## config.mk

```make
export PLATFORM = sky130hd
export DESIGN_NAME = alu_result_stage
export DESIGN_NICKNAME = d
export VERILOG_FILES = /design/src/rtl/alu_result_stage.sv
export SDC_FILE = /design/constraint.sdc
export NUM_CORES = 1
export LEC_CHECK = 0
export BUFFER_PORTS_ARGS = -buffer_cell sky130_fd_sc_hd__buf_2
export CORE_MARGIN = 1.5
export CORE_UTILIZATION = 58
export CTS_CLUSTER_SIZE = 14
export DETAILED_ROUTE_END_ITERATION = 10
export GPL_ROUTABILITY_DRIVEN = 1
export PLACE_DENSITY = 0.91
export SYNTH_ARGS = -nofsm -noshare
export SYNTH_HDL_FRONTEND = slang
export SYNTH_SLANG_ARGS = --single-unit
```

## constraint.sdc

```tcl
create_clock -name clk -period 4.7 [get_ports clk]
set_input_delay 0.705 -clock clk [delete_from_list [all_inputs] [get_ports clk]]
set_output_delay 0.705 -clock clk [all_outputs]
set_load 0.1 [all_outputs]
```

## src/rtl/alu_result_stage.sv

```systemverilog
// Two-entry result FIFO after the ALU: one cycle push-to-output, registered outputs, in_ready = not full.
// Zero/negative flags are captured at push time only when ALU_RES_FLAGS_EN is defined; otherwise tied low.
module alu_result_stage #(
  parameter int WIDTH = 32
) (
  input  logic             clk,
  input  logic             rst_n,
  input  logic             in_valid,
  output logic             in_ready,
  input  logic [WIDTH-1:0] in_result,
  input  logic [1:0]       in_sel,
  output logic             out_valid,
  input  logic             out_ready,
  output logic [WIDTH-1:0] out_result,
  output logic [1:0]       out_sel,
  output logic             out_zero,
  output logic             out_neg,
  output logic [1:0]       level
);

`ifdef ALU_RES_FLAGS_EN
  typedef struct packed {
    logic [WIDTH-1:0] result;
    logic [1:0]       sel;
    logic             zero;
    logic             neg;
  } entry_t;
`else
  typedef struct packed {
    logic [WIDTH-1:0] result;
    logic [1:0]       sel;
  } entry_t;
`endif

  entry_t     mem [2];
  entry_t     in_entry;
  logic       wr_ptr;
  logic       rd_ptr;
  logic [1:0] count;
  logic       push;
  logic       pop;

  // Ready depends only on stored occupancy, never on out_ready.
  assign in_ready  = (count != 2'd2);
  assign out_valid = (count != 2'd0);
  assign push      = in_valid && in_ready;
  assign pop       = out_valid && out_ready;
  assign level     = count;

  always_comb begin
    in_entry        = '0;
    in_entry.result = in_result;
    in_entry.sel    = in_sel;
`ifdef ALU_RES_FLAGS_EN
    in_entry.zero   = (in_result == '0);
    in_entry.neg    = in_result[WIDTH-1];
`endif
  end

  always_ff @(posedge clk or negedge rst_n) begin
    if (!rst_n) begin
      mem[0] <= '0;
      mem[1] <= '0;
      wr_ptr <= 1'b0;
      rd_ptr <= 1'b0;
      count  <= 2'd0;
    end else begin
      if (push) begin
        mem[wr_ptr] <= in_entry;
        wr_ptr      <= ~wr_ptr;
      end
      if (pop) begin
        rd_ptr <= ~rd_ptr;
      end
      case ({push, pop})
        2'b10:   count <= count + 2'd1;
        2'b01:   count <= count - 2'd1;
        default: count <= count;
      endcase
    end
  end

  assign out_result = mem[rd_ptr].result;
  assign out_sel    = mem[rd_ptr].sel;
`ifdef ALU_RES_FLAGS_EN
  assign out_zero   = mem[rd_ptr].zero;
  assign out_neg    = mem[rd_ptr].neg;
`else
  assign out_zero   = 1'b0;
  assign out_neg    = 1'b0;
`endif

endmodule

```

; ---- Word-level counts from Yosys, hierarchy flattened
; Cells that the tools add are included.
[totals]
register_bits = 72
inputBits = 38
out_inout_bits = 40
word_cells = 31
[op_classes]
add_sub_neg = 2
n_lt_le_gt_ge = 3
n_eq_ne = 3
mux = 7
bitwise_logic = 4
n_reduce_logical = 5
[ops]
columns = operator, count
row1 = $mux W34, 4
row2 = $bwmux W68, 1
row3 = $demux W34 S1, 1
row4 = $ge A2 B2 Y1 const B, 2
row5 = $not A1 Y2, 2
row6 = $pmux W2 S2, 1
row7 = $reduce_bool A2 Y1, 2
row8 = $logic_and A1 B1 Y1, 3
row9 = $add A2 B1 Y2 const B, 1
row10 = $eq A2 B1 Y1 const B, 1
row11 = $eq A2 B2 Y1 const B, 1
row12 = $lt A2 B1 Y1 const B, 1
row13 = $ne A2 B2 Y1 const B, 1
row14 = $not A1 Y1, 2
row15 = $sub A2 B1 Y2 const B, 1

; ---- Longest topological paths before layout
; Gate-level depths: netlist (run 1).
[depth]
ltp_word = 6
depth_mapped = 6
ltp_nobuf = 6

; ---- Least setup slack after synthesis (run 1)
; OpenSTA, ideal clock, no wires.
[synth_timing]
path_kind = flip-flop to flip-flop
startpoint = register count[1] (netlist: level[1])
endpoint = register count[1] (netlist: level[1])
t_arrival_ps = 2269
path_slack_ps = 2266
path_stages_with_launch = 7
path_buffers = 0
period_less_slack_ps = 2434
path_cell_list = dfrtp_1 or2_2 and2_1 ha_1 xnor2_1 nor2_1 xor2_1
[synth_via]
elab_chain_cells = 4
[synth_rtl]
columns = item, line_no
row1 = from (decl), 39  ; logic [1:0] count;
row2 = from (signal assigned), 76  ; 2'b10: count <= count + 2'd1;
row3 = from (signal assigned), 77  ; 2'b01: count <= count - 2'd1;
row4 = from (signal assigned), 78  ; default: count <= count;
row5 = $reduce_bool A2 Y1 (*), 45  ; assign out_valid = (count != 2'd0);
row6 = named net out_valid, 12  ; output logic out_valid,
row7 = $logic_and A1 B1 Y1 (*), 47  ; assign pop = out_valid && out_ready;
row8 = named net pop, 41  ; logic pop;
row9 = $eq A2 B1 Y1 / $eq A2 B2 Y1 (equally long branches), 75  ; case ({push, pop})
row10 = $pmux W2 S2 / $reduce_bool A2 Y1 (equally long branches), --
; The timed path passes the listed nets; every way through them passes the cells marked *.
; A chain may end at the register's enable or synchronous reset.

; ---- Worst setup path after layout (run 1)
[layout_timing]
startpoint = register rd_ptr
endpoint = output port out_result[24]
[layout_via]
elab_chain_cells = 4
[layout_rtl]
columns = item, line_no
row1 = from (decl), 38  ; logic rd_ptr;
row2 = from (signal assigned), 73  ; rd_ptr <= ~rd_ptr;
row3 = $not A1 Y2 (not written as such), 83  ; assign out_result = mem[rd_ptr].result;
row4 = $mux W34 (3 in series), --
row5 = to (decl), 14  ; output logic [WIDTH-1:0] out_result,
; Every way passes these cells. The select of a mux whose other input is x is not followed.

==> results of run 1 <==
==> Yosys cell counts <==
library cell	n
sky130_fd_sc_hd__nor2_1	1
sky130_fd_sc_hd__and3_1	1
sky130_fd_sc_hd__mux2_4	60
sky130_fd_sc_hd__mux2_2	42
sky130_fd_sc_hd__buf_2	3
sky130_fd_sc_hd__ha_1	1
sky130_fd_sc_hd__xnor2_1	3
sky130_fd_sc_hd__nand2_1	1
sky130_fd_sc_hd__and2_1	1
sky130_fd_sc_hd__and3b_1	1
sky130_fd_sc_hd__dfrtp_1	72
sky130_fd_sc_hd__clkbuf_1	1
sky130_fd_sc_hd__xor2_1	2
sky130_fd_sc_hd__buf_6	2
sky130_fd_sc_hd__conb_1	1
sky130_fd_sc_hd__or2_2	1
sky130_fd_sc_hd__buf_4	2
sky130_fd_sc_hd__nand2b_4	1
sky130_fd_sc_hd__buf_12	6
==> registers in the layout (all words and copies together), names as in the netlist <==
| signal | count |
|---|---|
| level | 2 |
| mem | 68 |
| wr_ptr | 1 |
| rd_ptr | 1 |
==> per-layer routing <==
metal / vias up / global-route usage, % / share of wire, %
met3: 9 / 7.50 / 5.9
li1: 853 / - / -
met1: 969 / 28.2 / 45
met2: 57 / 34.2 / 48
met4: 0 / 5.69 / 1.0
met5: - / 0 / 0
==> cell families (layout without fill, tap and decap cells) <==
family,count (synthesis),in the layout,share of synthesized area [%]
xor+xnor,5,5,1.27
other cells,1,2,0.108
flops,72,72,52.1
fa+ha+maj,1,1,0.361
mux,102,102,39.7
simple gates,7,7,1.41
buf+inv,14,91,5.10
==> through the flow <==
stage          worst slack [ns]  cell area (um^2)  utilization (%)  instances  hold WS (ns)
6_report                   1.81              3930             69.6        352         0.416
3_5_place_dp               2.17              3770             66.8        338         0.480
5_1_grt                    1.68              3930             69.6        352         0.465
4_1_cts                    1.77              3930             69.6        352         0.420
3_3_place_gp               2.17              3770             66.8        338         0.472
2_1_floorplan              2.27              3460                -        203         0.409
==> worst reg2reg max path, cell delays in order, from the launching register on <==
cell,delay (ns)
sky130_fd_sc_hd__dfrtp_1,0.44
sky130_fd_sc_hd__nand2b_4,0.17
sky130_fd_sc_hd__and3_2,0.94
sky130_fd_sc_hd__mux2_2,0.43
==> worst paths after layout <==
path / depth (start not counted) / end
min in group clk: 1 / wr_ptr
worst min register to register: 1 / wr_ptr
worst max-delay path: 3 / out_result[24]
worst min-delay path: 1 / mem[3]
max in group asynchronous: 2 / mem[37]
worst max register to register: 3 / mem[1]
==> final cells by class <==
type | count | area share [%]
Clock inverter | 1 | 0.128
Tap cell | 72 | 2.30
Multi-Input combinational cell | 117 | 37.9
Sequential cell | 72 | 45.9
Clock buffer | 13 | 3.79
Timing Repair Buffer | 77 | 9.95
==> impl_metrics.ini, run 1 <==
[layout]
post_route_cells_drive_above_1_share_pct = 69.3
fill_cells = 387
final_common_cell = sky130_fd_sc_hd__buf_2
synthToLayoutAreaGrowth_pct = 13.4
area.sequential_mm2 = 0.00180
multiInputGateArea_mm2 = 0.00149
diodes = 0
most-common-layout-cells = 75 x sky130_fd_sc_hd__buf_2, 72 x sky130_fd_sc_hd__dfrtp_1, 60 x sky130_fd_sc_hd__mux2_4, 42 x sky130_fd_sc_hd__mux2_2, 10 x sky130_fd_sc_hd__clkbuf_8
final_net_count = 316

[critical_path]
crit_arrival_ns = 2.18
r2r-start = level[0]
worstSetupStartpointType = flip-flop
critical_path.endpoint_type = output pin
critPathLaunch = rd_ptr
critical_path_buf_inv_count = 2
required_ns = 3.99
worstPathCellList = buf_4, mux2_2, buf_2
path_class = reg -> out
path_delay_family = flip-flops
rrSetupSlack_ns = 2.61
cp_slowest_cell = sky130_fd_sc_hd__dfrtp_1
path_max_fanout = 21
crit_path_max_incr_delay_ns = 0.75

[routing]
antenna_left = 0
routed_wire_length_per_instance_um = 17.3
detail_route.first_pass.iterations = 4
number_of_remaining_drc_errors = 0
routed_via_density = 5.36
route.final.wire_length_um = 6070
via_count = 1888
drtIter0Drc = 46

[grt]
grt.overflow.total = 0
grt_pass1_wl_um = 10200
track_usage_pct = 21.5
number_of_antenna_violations_at_the_first_check_in_global_routing = 0
first_global_vias = 2026
pin_count_of_the_biggest_net_entering_global_routing = 42

[timing]
period_needed_ns = 2.89
hold_viol = 0
grt_setup_unrepaired = false
timing.final.setup_violations = 0
post-route-period-util_pct = 61.4
slew_headroom_pct = 25.4
max_slew.worst_pin.slew_ns = 1.12
fin_worst_skew_ns = 0.00522
max_freq_mhz = 346
maxSlewViolCount = 0
tns_ns = 0

[logic_synthesis]
synth_largest_area_cell = sky130_fd_sc_hd__dfrtp_1
yosys_warnings = 0
synth.top_cells.by_area = sky130_fd_sc_hd__dfrtp_1 52%, sky130_fd_sc_hd__mux2_4 26%, sky130_fd_sc_hd__mux2_2 14%
synth_seq_area_share_pct = 52.1
synthesis.instances = 202
yosys_register_bits = 72
post_synth_instance_area_mm2 = 0.00346
synth_largest_type_area_fraction_pct = 52.1
netlist-cell-type-count = 19
post_synth.cell_area_avg_um2 = 17.1

[floorplanning]
die-height_um = 80.2
placement_rows = 27
pin_count = 78
die_w_um = 80.2
core_area_mm2 = 0.00564
floorplan.initialDensity_pct = 61.3
dieArea_mm2 = 0.00644

[clock_tree]
worstSkewPairLatency_ns = 0.34
cts_sinks = 72
clock_tree.buffer_depth = 2
postCtsResizedCells = 0
tritoncts_clock_tree = built
cts-buffers-inserted = 9
cts_root_buf = sky130_fd_sc_hd__clkbuf_8
post_cts_buffers = 0
clk_pin_slew_ns = 0.07
htree_num_levels = 3
hold_fix_buffers_cts = 0

[placed_design]
routabilityCongestion = 0.730
portBuffers = 75
estimated_wirelength_of_the_detail_placed_design_um = 4130

[flow_run]
max_cap_violations = 0

[status]
status = completed

[hold_path]
hold_class = in -> async
Power of run 1 is left out: the tool's default activity adds up to more than one toggle a clock period on the data nets, which glitch-free logic cannot reach.
==> run 2, diff against run 1 <==
- CORE_UTILIZATION: 58 -> 54
- PLACE_DENSITY: 0.91 -> 0.86
- clock period: 4.7 -> 2.73 ns (I/O delays scaled with it)
==> run 2 against run 1 <==
Against the previous run: largest cell class unchanged; sequential cell count is the same; register-to-register slack got worse by 1.7 ns; final cell count increased by 2.6%; utilization rose by 5.2 points.
==> impl_metrics.ini, run 2 (synthesis gave the netlist of run 1 again) <==
[status]
status = completed

[routing]
drtIter0Drc = 77
route.final.wire_length_um = 6440
number_of_remaining_drc_errors = 0
antenna_left = 0
routed_via_density = 5.29
via_count = 1910
routed_wire_length_per_instance_um = 17.8
detail_route.first_pass.iterations = 4

[floorplanning]
core_area_mm2 = 0.00606
placement_rows = 28
die_w_um = 83.1
pin_count = 78
dieArea_mm2 = 0.00690
die-height_um = 83.1
floorplan.initialDensity_pct = 57.1

[timing]
max_slew.worst_pin.slew_ns = 0.891
slew_headroom_pct = 40.6
period_needed_ns = 1.95
fin_worst_skew_ns = 0.0102
timing.final.setup_violations = 0
post-route-period-util_pct = 71.6
max_freq_mhz = 512
grt_setup_unrepaired = false
tns_ns = 0
maxSlewViolCount = 0
hold_viol = 0

[layout]
synthToLayoutAreaGrowth_pct = 30.9
most-common-layout-cells = 72 x sky130_fd_sc_hd__dfrtp_1, 60 x sky130_fd_sc_hd__mux2_4, 42 x sky130_fd_sc_hd__mux2_2, 40 x sky130_fd_sc_hd__buf_2, 34 x sky130_fd_sc_hd__buf_12
multiInputGateArea_mm2 = 0.00149
largest_register_ffs = 68
largest-register = mem
post_route_cells_drive_above_1_share_pct = 69.9
diodes = 0
fill_cells = 360
final_net_count = 320
final_common_cell = sky130_fd_sc_hd__dfrtp_1
area.sequential_mm2 = 0.00180

[clock_tree]
cts-buffers-inserted = 9
worstSkewPairLatency_ns = 0.35
cts_sinks = 72
clk_pin_slew_ns = 0.07
htree_num_levels = 3
tritoncts_clock_tree = built
post_cts_buffers = 0
clock_tree.buffer_depth = 2
cts_root_buf = sky130_fd_sc_hd__clkbuf_8
hold_fix_buffers_cts = 0
postCtsResizedCells = 0

[placed_design]
portBuffers = 75
routabilityCongestion = 0.677
estimated_wirelength_of_the_detail_placed_design_um = 4470

[critical_path]
path_delay_family = buffers and inverters
crit_path_max_incr_delay_ns = 0.41
path_class = reg -> out
worstPathCellList = buf_4, mux2_2, buf_12
worstSetupStartpointType = flip-flop
critical_path_buf_inv_count = 2
path_max_fanout = 19
critical_path.endpoint_type = output pin
worstSetupPathDepth = 3
cp_slowest_cell = sky130_fd_sc_hd__mux2_2
rrSetupSlack_ns = 0.91
required_ns = 2.32
r2r_end = mem[1]
worstRegToRegCells = 4
r2r-start = level[0]
crit_arrival_ns = 1.54

[grt]
track_usage_pct = 20.0
pin_count_of_the_biggest_net_entering_global_routing = 73
grt.overflow.total = 0
first_global_vias = 2141
number_of_antenna_violations_at_the_first_check_in_global_routing = 0
grt_pass1_wl_um = 10800

[hold_path]
hold_class = in -> async

[flow_run]
max_cap_violations = 0
[run 2: cell types whose count changed in the layout (fill, tap and decap cells not counted)]
cell | previous run | this run
sky130_fd_sc_hd__buf_4 | 2 | 7
sky130_fd_sc_hd__bufinv_16 | 0 | 2
sky130_fd_sc_hd__buf_2 | 75 | 40
sky130_fd_sc_hd__buf_12 | 0 | 34
[run 2: final cells by class]
cell class                 count  area share [%]
tap                           75            2.07
timing repair buffer          81            20.6
clock buffer                  13            3.29
sequential                    72            39.8
clock inverter                 3            1.44
multi-input combinational    117            32.9
[run 2: per-layer routing]
metal  wire length (um)  GRT usage (%)
met5                  0              0
met4                130           7.73
met3                414           6.46
met2               2980           30.8
met1               2920           26.5
[run 2: worst max path at each step]
stage	end	startpoint
final	out_result[3]	rd_ptr
after global routing	out_result[3]	rd_ptr
after CTS	out_result[3]	rd_ptr
after detailed placement	mem[50]	level[0]
after global placement	mem[1]	level[0]
after floorplan	level[1]	level[1]
[run 2: metrics by stage]
| step | worst slack, ns | hold slack [ns] | utilization, % | std cells | area, um^2 |
|---|---|---|---|---|---|
| 2_1_floorplan | 0.296 | 0.114 | - | 203 | 3460 |
| 3_3_place_gp | 0.974 | 0.475 | 71.2 | 345 | 4320 |
| 3_5_place_dp | 0.887 | 0.481 | 71.2 | 345 | 4320 |
| 4_1_cts | 0.754 | 0.208 | 74.8 | 361 | 4530 |
| 5_1_grt | 0.722 | 0.275 | 74.8 | 361 | 4530 |
| 6_report | 0.776 | 0.176 | 74.8 | 361 | 4530 |
Power of run 2 is left out for the same reason.
